**src/rtl/spi_pixel_buffer.sv**
```systemverilog
// spi_pixel_buffer: SPI-mode-0 frame receiver with a double-buffered pixel RAM for a WS2812 driver
module spi_pixel_buffer #(
  parameter int NUM_LEDS = 4,
  parameter int SYSTEM_CLOCK = 50000000
) (
  input  logic clk,
  input  logic reset,
  input  logic spi_sclk,
  input  logic spi_cs_n,
  input  logic spi_mosi,
  input  logic reset_state,
  input  logic data_request,
  input  logic [$clog2(NUM_LEDS)-1:0] address,
  output logic [7:0] red_out,
  output logic [7:0] green_out,
  output logic [7:0] blue_out,
  output logic frame_pending,
  output logic frame_error
);
  localparam int AW = $clog2(NUM_LEDS);
  localparam int FULL = NUM_LEDS * 3;
  localparam int BW = $clog2(FULL + 2);
  typedef enum logic [1:0] {IDLE, RECV, DROP} state_t;
  typedef enum logic [1:0] {COL_G, COL_R, COL_B} color_t;
  if (SYSTEM_CLOCK < 8) begin : g_clock_check
    $error("SYSTEM_CLOCK too low for SPI oversampling");
  end
  state_t state, state_n;
  color_t color;
  logic [1:0] sclk_s, cs_s, mosi_s;
  logic sclk_d, cs_d, sclk_rise, cs_fall, cs_rise, cs_low;
  logic [7:0] shreg, g_byte, r_byte;
  logic [2:0] bit_cnt;
  logic byte_valid;
  logic [BW-1:0] byte_cnt;
  logic [AW-1:0] wr_led;
  logic front_sel, front_valid;
  logic full, start, take, overflow, done_ok, done_bad, wr_en, swap, rd_ok;
  logic [23:0] mem [2][NUM_LEDS];
  // SPI lines are asynchronous: two-stage synchronisers plus one history stage for edge detection
  always_ff @(posedge clk) begin
    sclk_s <= {sclk_s[0], spi_sclk};
    cs_s <= {cs_s[0], spi_cs_n};
    mosi_s <= {mosi_s[0], spi_mosi};
    sclk_d <= sclk_s[1];
    cs_d <= cs_s[1];
  end
  assign cs_low = ~cs_s[1];
  assign sclk_rise = sclk_s[1] & ~sclk_d;
  assign cs_fall = ~cs_s[1] & cs_d;
  assign cs_rise = cs_s[1] & ~cs_d;
  assign full = byte_cnt == BW'(FULL);
  assign start = state == IDLE && cs_fall;
  assign done_ok = state == RECV && cs_rise && full && bit_cnt == 3'd0;
  assign done_bad = state == RECV && cs_rise && !done_ok;
  assign take = state == RECV && !cs_rise && byte_valid && !full;
  assign overflow = state == RECV && !cs_rise && byte_valid && full;
  assign wr_en = take && color == COL_B;
  assign swap = frame_pending && reset_state && !data_request && !start;
  assign rd_ok = front_valid && 32'(address) < NUM_LEDS;
  // shift MOSI in on every SCLK rise inside chip select and flag each completed byte
  always_ff @(posedge clk) begin
    if (reset) begin
      bit_cnt <= '0;
      byte_valid <= 1'b0;
    end else begin
      byte_valid <= sclk_rise && cs_low && bit_cnt == 3'd7;
      if (sclk_rise && cs_low) shreg <= {shreg[6:0], mosi_s[1]};
      bit_cnt <= start ? 3'd0 : (sclk_rise && cs_low) ? bit_cnt + 3'd1 : bit_cnt;
    end
  end
  // write FSM next state: a byte past the end of the frame parks the FSM until chip select rises
  always_comb begin
    state_n = state;
    case (state)
      IDLE: state_n = cs_fall ? RECV : IDLE;
      RECV: state_n = cs_rise ? IDLE : overflow ? DROP : RECV;
      DROP: state_n = cs_rise ? IDLE : DROP;
      default: state_n = IDLE;
    endcase
  end
  // frame bookkeeping, status flags and buffer swap during the driver's latch gap
  always_ff @(posedge clk) begin
    if (reset) begin
      state <= IDLE;
      color <= COL_G;
      byte_cnt <= '0;
      wr_led <= '0;
      frame_pending <= 1'b0;
      frame_error <= 1'b0;
      front_sel <= 1'b0;
      front_valid <= 1'b0;
    end else begin
      state <= state_n;
      if (start) begin
        color <= COL_G;
        byte_cnt <= '0;
        wr_led <= '0;
      end else if (take) begin
        byte_cnt <= byte_cnt + BW'(1);
        color <= color == COL_G ? COL_R : color == COL_R ? COL_B : COL_G;
        if (color == COL_B) wr_led <= wr_led + AW'(1);
      end else if (overflow) begin
        byte_cnt <= BW'(FULL + 1);
      end
      frame_pending <= start ? 1'b0 : done_ok ? 1'b1 : swap ? 1'b0 : frame_pending;
      frame_error <= frame_error | overflow | done_bad;
      if (swap) begin
        front_sel <= ~front_sel;
        front_valid <= 1'b1;
      end
    end
  end
  // hold G and R until B arrives, then write the whole pixel into the back buffer
  always_ff @(posedge clk) begin
    if (take && color == COL_G) g_byte <= shreg;
    if (take && color == COL_R) r_byte <= shreg;
    if (wr_en) mem[~front_sel][wr_led] <= {g_byte, r_byte, shreg};
  end
  // registered pixel read from the front buffer, black when no frame is shown yet
  always_ff @(posedge clk) begin
    if (reset) {green_out, red_out, blue_out} <= '0;
    else if (data_request) {green_out, red_out, blue_out} <= rd_ok ? mem[front_sel][address] : 24'd0;
  end
endmodule

```
**config.mk**
```make
export PLATFORM = sky130hd
export DESIGN_NAME = spi_pixel_buffer
export DESIGN_NICKNAME = d
export VERILOG_FILES = /design/src/rtl/spi_pixel_buffer.sv
export SDC_FILE = /design/constraint.sdc
export NUM_CORES = 1
export LEC_CHECK = 0
export CELL_PAD_IN_SITES_DETAIL_PLACEMENT = 1
export CELL_PAD_IN_SITES_GLOBAL_PLACEMENT = 2
export CORE_UTILIZATION = 50
export CTS_CLUSTER_DIAMETER = 150
export DETAILED_ROUTE_END_ITERATION = 6
export PLACE_DENSITY_LB_ADDON = 0.12
export SLEW_MARGIN = 10
export SYNTH_ARGS = -nofsm -noshare
export SYNTH_HDL_FRONTEND = slang
export SYNTH_SLANG_ARGS = --single-unit
```
**constraint.sdc**
```tcl
create_clock -name clk -period 5.8 [get_ports clk]
set_input_delay 0.58 -clock clk [delete_from_list [all_inputs] [get_ports clk]]
set_output_delay 0.58 -clock clk [all_outputs]
set_load 0.01 [all_outputs]
```
# Word level (Yosys, flattened, before mapping)
# Memories as Yosys holds them, arrays and structs flattened. A register that Yosys moved wholly into a read port is not among the register bits.
# Cells that the tools add are included.
dict set report totals {
  romBits 0
  mem_bits_rw 192
  n_memories 1
  inputBits 9
  out_inout_bits 26
  latchBits 0
  regBits 74
  wordCells 98
}
# memory depth word_bits read_ports rd_ports_with_merged_regs wr line
set mem_list {}
lappend mem_list {mem 2 96 1 1 1 39} ;# logic [23:0] mem [2][NUM_LEDS];
dict set report classes {
  magnitude_cmp 3
  mul 0
  reduce_logical 31
  mux 21
  eq_ne 6
  n_bitwise 12
  add_sub_neg 3
  div 0
  shift 0
}
# operator count
set ops {}
lappend ops {{24-bit two-way mux} 4}
lappend ops {{96-bit two-way mux} 1}
lappend ops {{24-bit binary-select mux with 2-bit select} 1}
lappend ops {{24-bit demux with 2-bit select} 1}
lappend ops {{1-bit logical AND} 18}
lappend ops {{2-bit two-way mux} 5}
lappend ops {{4-bit two-way mux} 2}
lappend ops {{3-bit greater-or-equal comparator (second input constant)} 2}
lappend ops {{1-bit two-way mux} 6}
lappend ops {{2-bit inverter with 3-bit output} 2}
lappend ops {{2-bit one-hot mux with 3 select lines} 1}
lappend ops {{1-bit zero test} 5}
lappend ops {{1-bit inverter} 5}
lappend ops {{4-bit by 1-bit adder with 4-bit output (second input constant)} 1}
lappend ops {{2-bit by 1-bit equality test with 1-bit output (second input constant)} 2}
lappend ops {{2-bit equality test (second input constant)} 2}
lappend ops {{4-bit equality test (second input constant)} 1}
lappend ops {{2-bit zero test} 2}
lappend ops {{2-bit AND reduction} 2}
lappend ops {{2-bit nonzero test} 2}
lappend ops {{3-bit by 1-bit adder with 3-bit output (second input constant)} 1}
lappend ops {{1-bit bitwise AND} 3}
lappend ops {{3-bit equality test (second input constant)} 1}
lappend ops {{3-bit zero test} 1}
lappend ops {{other kinds (4)} 5}

# Depth between registers and ports, before layout
# Gate-level depths: netlist of run 1.
dict set report logic_depth {
  word_depth 9
  mapped_depth 8
}

# Worst setup path after synthesis of run 1
# Ideal clock, no wire load.
dict set report synth_timing {
  path_type {reg-to-reg}
  start {register byte_cnt[0]}
  end {memory mem[0][0] (netlist bit), enable pin}
  t_required_ps 5417
  path_slack_ps 3565
  setup_time_ps 383
  arrival_time_ps 1852
  path_stages_with_launch 6
  path_cell_list {dfxtp_1 -> inv_1 -> ha_1 -> and3_1 -> nor4_4 -> and3_1}
}
dict set report synth_via {
  elab_chain_cells 6
}
# element line
set synth_lines {}
lappend synth_lines {{from (decl)} 35} ;# logic [BW-1:0] byte_cnt;
lappend synth_lines {{from (signal assigned)} 100} ;# byte_cnt <= byte_cnt + BW'(1);
lappend synth_lines {{from (signal assigned)} 104} ;# byte_cnt <= BW'(FULL + 1);
lappend synth_lines {{4-bit equality test} 52} ;# assign full = byte_cnt == BW'(FULL);
lappend synth_lines {{1-bit zero test} 56} ;# assign take = state == RECV && !cs_rise && byte_valid && !full;
lappend synth_lines {{1-bit logical AND} 56}
lappend synth_lines {{1-bit logical AND} 58} ;# assign wr_en = take && color == COL_B;
lappend synth_lines {{1-bit two-way mux} 118} ;# if (wr_en) mem[~front_sel][wr_led] <= {g_byte, r_byte, shreg};
lappend synth_lines {{96-bit two-way mux (implied by the code)} 118}
lappend synth_lines {{to (decl)} 39}
# No other way between the ends.

==> results of run 1 <==
## state kept, by name, indices dropped and copies added (netlist names), 2 cells and up, named ones only
signal	flops
mem	192
byte_cnt	4
wr_led	2
cs_s	2
green_out	8
state	2
sclk_s	2
shreg	8
blue_out	8
mosi_s	2
red_out	8
bit_cnt	3
r_byte	8
g_byte	8
color	2
## power by group through the flow
stage,clock network (mW),logic [mW],registers (mW)
after floorplan,0,0.0373,2.09
after global placement,0,0.0620,2.09
after detailed placement,0,0.0643,2.10
after CTS,1.83,0.0645,2.05
after global routing,1.90,0.0681,2.05
final,1.80,0.0628,2.05
## cells in the mapped netlist, drive strengths merged (4+ instances only)
library cell    n  area (sq um)
edfxtp        216          6486
dfxtp          51          1021
mux2i          51         510.5
nand2b         50         312.8
a21oi          32         160.2
nand3          29         150.1
a22oi          24         210.2
mux4           24         619.3
buf            15         156.4
nor2           13         48.80
clkbuf         12         45.04
ha              9         112.6
inv             9         33.78
and2            6         37.54
nand2           6         22.52
and3            5         31.28
nor2b           4         25.02
nor3            4         20.02
## through the flow
stage	setup slack (ps)	hold WS, ps	power, mW	utilization (%)
CTS	3202	328.4	3.950	59.07
detailed placement	2941	313.8	2.159	54.39
global placement	3021	315.4	2.156	54.39
floorplan	3565	309.6	2.130	-
finish	3230	326.7	3.918	59.07
global route	3088	338.1	4.025	59.07
## how the worst max path moves through the flow
stage                 from     endpoint  slack (ps)  cells past startpoint
6_report         flip-flop  blue_out[3]        3230                      5
5_1_grt          flip-flop  blue_out[1]        3090                      5
4_1_cts          flip-flop  blue_out[3]        3200                      5
3_5_place_dp    address[1]   red_out[5]        2940                      6
3_3_place_gp    address[1]  blue_out[2]        3020                      6
2_1_floorplan  byte_cnt[0]    mem[0][0]        3570                      5
## area by class of cell
class	count	share of cell area (%)
multi-input cells	277	21.09
flip-flops and latches	267	64.49
clock inverters	20	2.020
well taps	265	2.847
clock buffers	30	5.898
inverters	9	0.2900
repair buffers	41	3.373
## per-layer routing
metal  share of wire [%]  track usage [%]  routed length [microns]
met4                 1.9            5.596                      408
met5                   0                0                        0
met3                 4.6            2.863                     1003
met2                  53            39.30                    11390
met1                  41            27.63                     8832
## kinds of logic after synthesis
group | synth area share, %
DFF | 73.78
muxes | 11.10
adders and majority gates | 1.107
AOI/OAI and AO/OA | 4.046
and+or+nand+nor | 7.305
xor gates and xnor gates | 0.3444
buffers and inverters | 2.312
## critical path, stage by stage (launching register included)
cell	delay [ps]
dfxtp_4	920
buf_4	520
mux4_1	590
nand2b_1	170
nand3_1	110
a21oi_1	90
==> flow_summary.json, run 1 <==
{
  "status": "finished clean",
  "grt-ovfl-total": 0,
  "power.density_nw_per_um2": 336.3,
  "core-area_sq_um": 19720,
  "leakage_nw": 3.647,
  "synth_edf_count": 216,
  "finalSetupTns_ps": 0,
  "antenna_left": 0,
  "worstRegToRegCells": 5,
  "internal-power_mw": 3.150,
  "first_pass_iters": 4,
  "whs_path_depth": 0,
  "regToRegEndpoint": "blue_out[3]",
  "crit_path_end_kind": "flip-flop",
  "grt_pass1_wl_mm": 32.63,
  "dieHeight_microns": 144.7,
  "worst-setup-path-type": "reg -> reg",
  "fillCellCount": 1723,
  "postLayoutCellArea_sq_um": 11650,
  "htreeDepth": 1,
  "ys_seq_elements": 267,
  "initial_core_util_pct": 51.60,
  "arrival_ps": 2970,
  "hold_viol": 0,
  "relSlewSlack_pct": 33.86,
  "ios": 35,
  "dieArea_sq_um": 20920,
  "rsz0062_at_grt": "no",
  "fin_nets": 641,
  "finalNonFillerCells": 909,
  "hpwl_mm": 11.77,
  "syn_inst": 580,
  "layout_common_cells": "edfxtp_1 (216), mux2i_1 (51), nand2b_1 (50), dfxtp_1 (50), clkdlybuf4s50_1 (34)",
  "crit_path_start_kind": "flip-flop",
  "clockBufferDepth": 3,
  "synth_flop_cell": "edfxtp_1",
  "drt-total-wl_mm": 21.63,
  "maxSlewViolCount": 0,
  "rrSetupSlack_ps": 3230,
  "combPwrFrac_pct": 1.6,
  "grt_antenna_before_repair": 0,
  "diodes": 0,
  "ir_drop_mv": 0.2169,
  "drt-initial-drc-count": 314,
  "io_buffers": 34,
  "clock_latency_ps": 530,
  "grt_usage_pct": 21.75,
  "post_cts_buffers": 0,
  "min_from": "cs_s[0]",
  "syn_nets": 598,
  "seqPwrFrac_pct": 52.4,
  "rows": 51,
  "vias": 5210,
  "async_flop_share_pct": 0,
  "swShare_pct": 19.60,
  "yosysWarnings": 0,
  "ys_seq_area_share_pct": 73.78,
  "area_growth_pct": 14.47,
  "final_common_cell": "edfxtp_1",
  "worstHoldPathType": "reg -> reg",
  "critical_path_required_ps": 6200,
  "grt_pass1_vias": 5592,
  "cap_violations": 0,
  "die_w_microns": 144.7,
  "cts_buffers": 27,
  "worstMarginPinSlew_ps": 990.0,
  "seqCellArea_sq_um": 7511,
  "grt_start_max_net_pins": 50,
  "routedWlPerCell_microns": 23.80,
  "fmax_mhz": 389.0,
  "period_minus_slack_ps": 2570,
  "globalplace.congestion": 0.7283,
  "finalCritPeriodShare_pct": 44.32,
  "final_layout_size_suffix_gt1_share_pct": 11.34,
  "clkTransAtPathRegs_ps": 60,
  "postSynthAreaPerCell_sq_um": 17.54,
  "min_to": "cs_s[1]",
  "syn_area_sq_um": 10170,
  "cts_tree": "yes",
  "p_clk_share_pct": 46.0,
  "ys_types": 39,
  "viasPerCell": 5.732,
  "dpl_cell_area_sq_um": 10730,
  "placed_cells": 859,
  "crit_fanout": 49,
  "cts_resized": 0,
  "root_buffer": "clkbuf_16",
  "fin_worst_skew_ps": 15.69,
  "p_sw_mw": 0.7678,
  "multi_input_area_sq_um": 2456,
  "setup_violations": 0,
  "drc": 0,
  "clock-sinks": 267,
  "ctsHoldBuffers": 0
}
(Power assumes the default switching activity.)
==> run 2: changes to the inputs <==
--- a/config.mk
+++ b/config.mk
@@ -7,7 +7,7 @@
 export LEC_CHECK = 0
 export CELL_PAD_IN_SITES_DETAIL_PLACEMENT = 1
 export CELL_PAD_IN_SITES_GLOBAL_PLACEMENT = 2
-export CORE_UTILIZATION = 50
+export CORE_UTILIZATION = 46
 export CTS_CLUSTER_DIAMETER = 150
 export DETAILED_ROUTE_END_ITERATION = 6
 export PLACE_DENSITY_LB_ADDON = 0.12
==> constraint.sdc (replaced) <==
create_clock -name clk -period 2.5 [get_ports clk]
set_input_delay 0.25 -clock clk [delete_from_list [all_inputs] [get_ports clk]]
set_output_delay 0.25 -clock clk [all_outputs]
set_load 0.01 [all_outputs]
==> flow_summary.json, run 2 (synthesis results as in run 1) <==
{
  "status": "finished clean",
  "largest-register": "mem",
  "vias": 5207,
  "crit_path_end_kind": "flip-flop",
  "initial_core_util_pct": 46.77,
  "grt_start_max_net_pins": 30,
  "rsz0062_at_grt": "no",
  "swShare_pct": 19.40,
  "crit_path_start_kind": "flip-flop",
  "postLayoutCellArea_sq_um": 11970,
  "final_common_cell": "edfxtp_1",
  "arrival_ps": 2390,
  "rows": 54,
  "hpwl_mm": 13.06,
  "place_ws_ps": 352.6,
  "htreeDepth": 1,
  "globalplace.congestion": 0.7522,
  "fin_worst_skew_ps": 8.824,
  "hold_viol": 0,
  "fin_nets": 659,
  "fmax_mhz": 462.5,
  "combPwrFrac_pct": 1.7,
  "cts_buffers": 28,
  "crit_fanout": 24,
  "cap_violations": 0,
  "finalNonFillerCells": 943,
  "final_layout_size_suffix_gt1_share_pct": 13.27,
  "grt_antenna_before_repair": 0,
  "io_buffers": 34,
  "relSlewSlack_pct": 50.05,
  "internal-power_mw": 7.470,
  "cts_tree": "yes",
  "setup_ws_ps": 337.7,
  "die_w_microns": 150.7,
  "area_growth_pct": 17.66,
  "grt_usage_pct": 19.86,
  "clockBufferDepth": 3,
  "diodes": 0,
  "p_clk_share_pct": 46.9,
  "grt_pass1_wl_mm": 32.78,
  "antenna_left": 0,
  "placed_cells": 891,
  "p_sw_mw": 1.798,
  "clkTransAtPathRegs_ps": 60,
  "power.density_nw_per_um2": 774.1,
  "worstHoldPathType": "in -> reg",
  "root_buffer": "clkbuf_16",
  "layout_common_cells": "edfxtp_1 (216), mux2i_1 (51), nand2b_1 (50), dfxtp_1 (50), clkdlybuf4s50_1 (34)",
  "drt-total-wl_mm": 21.74,
  "viasPerCell": 5.522,
  "period_minus_slack_ps": 2162,
  "critical_path_required_ps": 2730,
  "ios": 35,
  "dieArea_sq_um": 22720,
  "worst-setup-path-type": "reg -> reg",
  "worstMarginPinSlew_ps": 747.6,
  "leakage_nw": 3.783,
  "ir_drop_mv": 0.6361,
  "dpl_cell_area_sq_um": 10980,
  "routedWlPerCell_microns": 23.05,
  "first_pass_iters": 4,
  "finalSetupTns_ps": 0,
  "cts_resized": 0,
  "drc": 0,
  "clock-sinks": 267,
  "post_cts_buffers": 0,
  "ctsHoldBuffers": 0,
  "grt-ovfl-total": 0,
  "largest_register_ffs": 192,
  "clock_latency_ps": 540,
  "rrSetupSlack_ps": 340,
  "maxSlewViolCount": 0,
  "grt_pass1_vias": 5551,
  "seqPwrFrac_pct": 51.4,
  "setup_violations": 0,
  "finalCritPeriodShare_pct": 86.49,
  "drt-initial-drc-count": 272,
  "core-area_sq_um": 21760,
  "dieHeight_microns": 150.7
}
## run 2: power by group through the flow
stage / clock, mW / sequential (mW) / combinational [mW]
after floorplan: 0 / 4.86 / 0.0866
after global placement: 0 / 4.86 / 0.155
after detailed placement: 0 / 4.86 / 0.158
after CTS: 4.44 / 4.77 / 0.159
after global routing: 4.60 / 4.76 / 0.169
final: 4.35 / 4.77 / 0.156
## run 2: worst paths after layout
path                                  start          to  cells after the start
worst max-delay path            byte_cnt[0]  mem[1][41]                      7
worst min-delay path               spi_mosi   mosi_s[0]                      1
worst max register to register  byte_cnt[0]  mem[1][41]                      7
worst min register to register      cs_s[0]     cs_s[1]                      0
## run 2: final cells by class
type,instances,area [sq um]
fillers,1961,9784
flip-flops and latches,267,7511
multi-input cells,277,2437
clock buffers,35,788.3
repair buffers,58,645.6
well taps,280,350.3
clock inverters,17,205.2
inverters,9,33.78
## run 2: routing by layer
metal  global-route usage, %  wire length, microns  up-vias
li1                        -                     -     2375
met1                   25.57                  9461     2705
met2                   35.07                 11100       93
met3                   2.758                   777       34
met4                   5.450                   397        0
met5                       0                     0        -
## run 2: worst max-delay path, stage by stage, from the launching register on
cell and delay [ps]:
dfxtp_1 410, inv_1 70, ha_1 220, nand3_1 180, nand3_2 160, nor3_1 340, and2_1 240, buf_12 220
## run 2: metrics by stage
step           util, %  hold slack (ps)  total power [mW]
3_3_place_gp     50.46            312.4             5.014
5_1_grt          55.03            150.0             9.528
3_5_place_dp     50.46            318.4             5.019
6_report         55.03            151.4             9.267
4_1_cts          55.03            131.8             9.363
2_1_floorplan        -            277.7             4.942
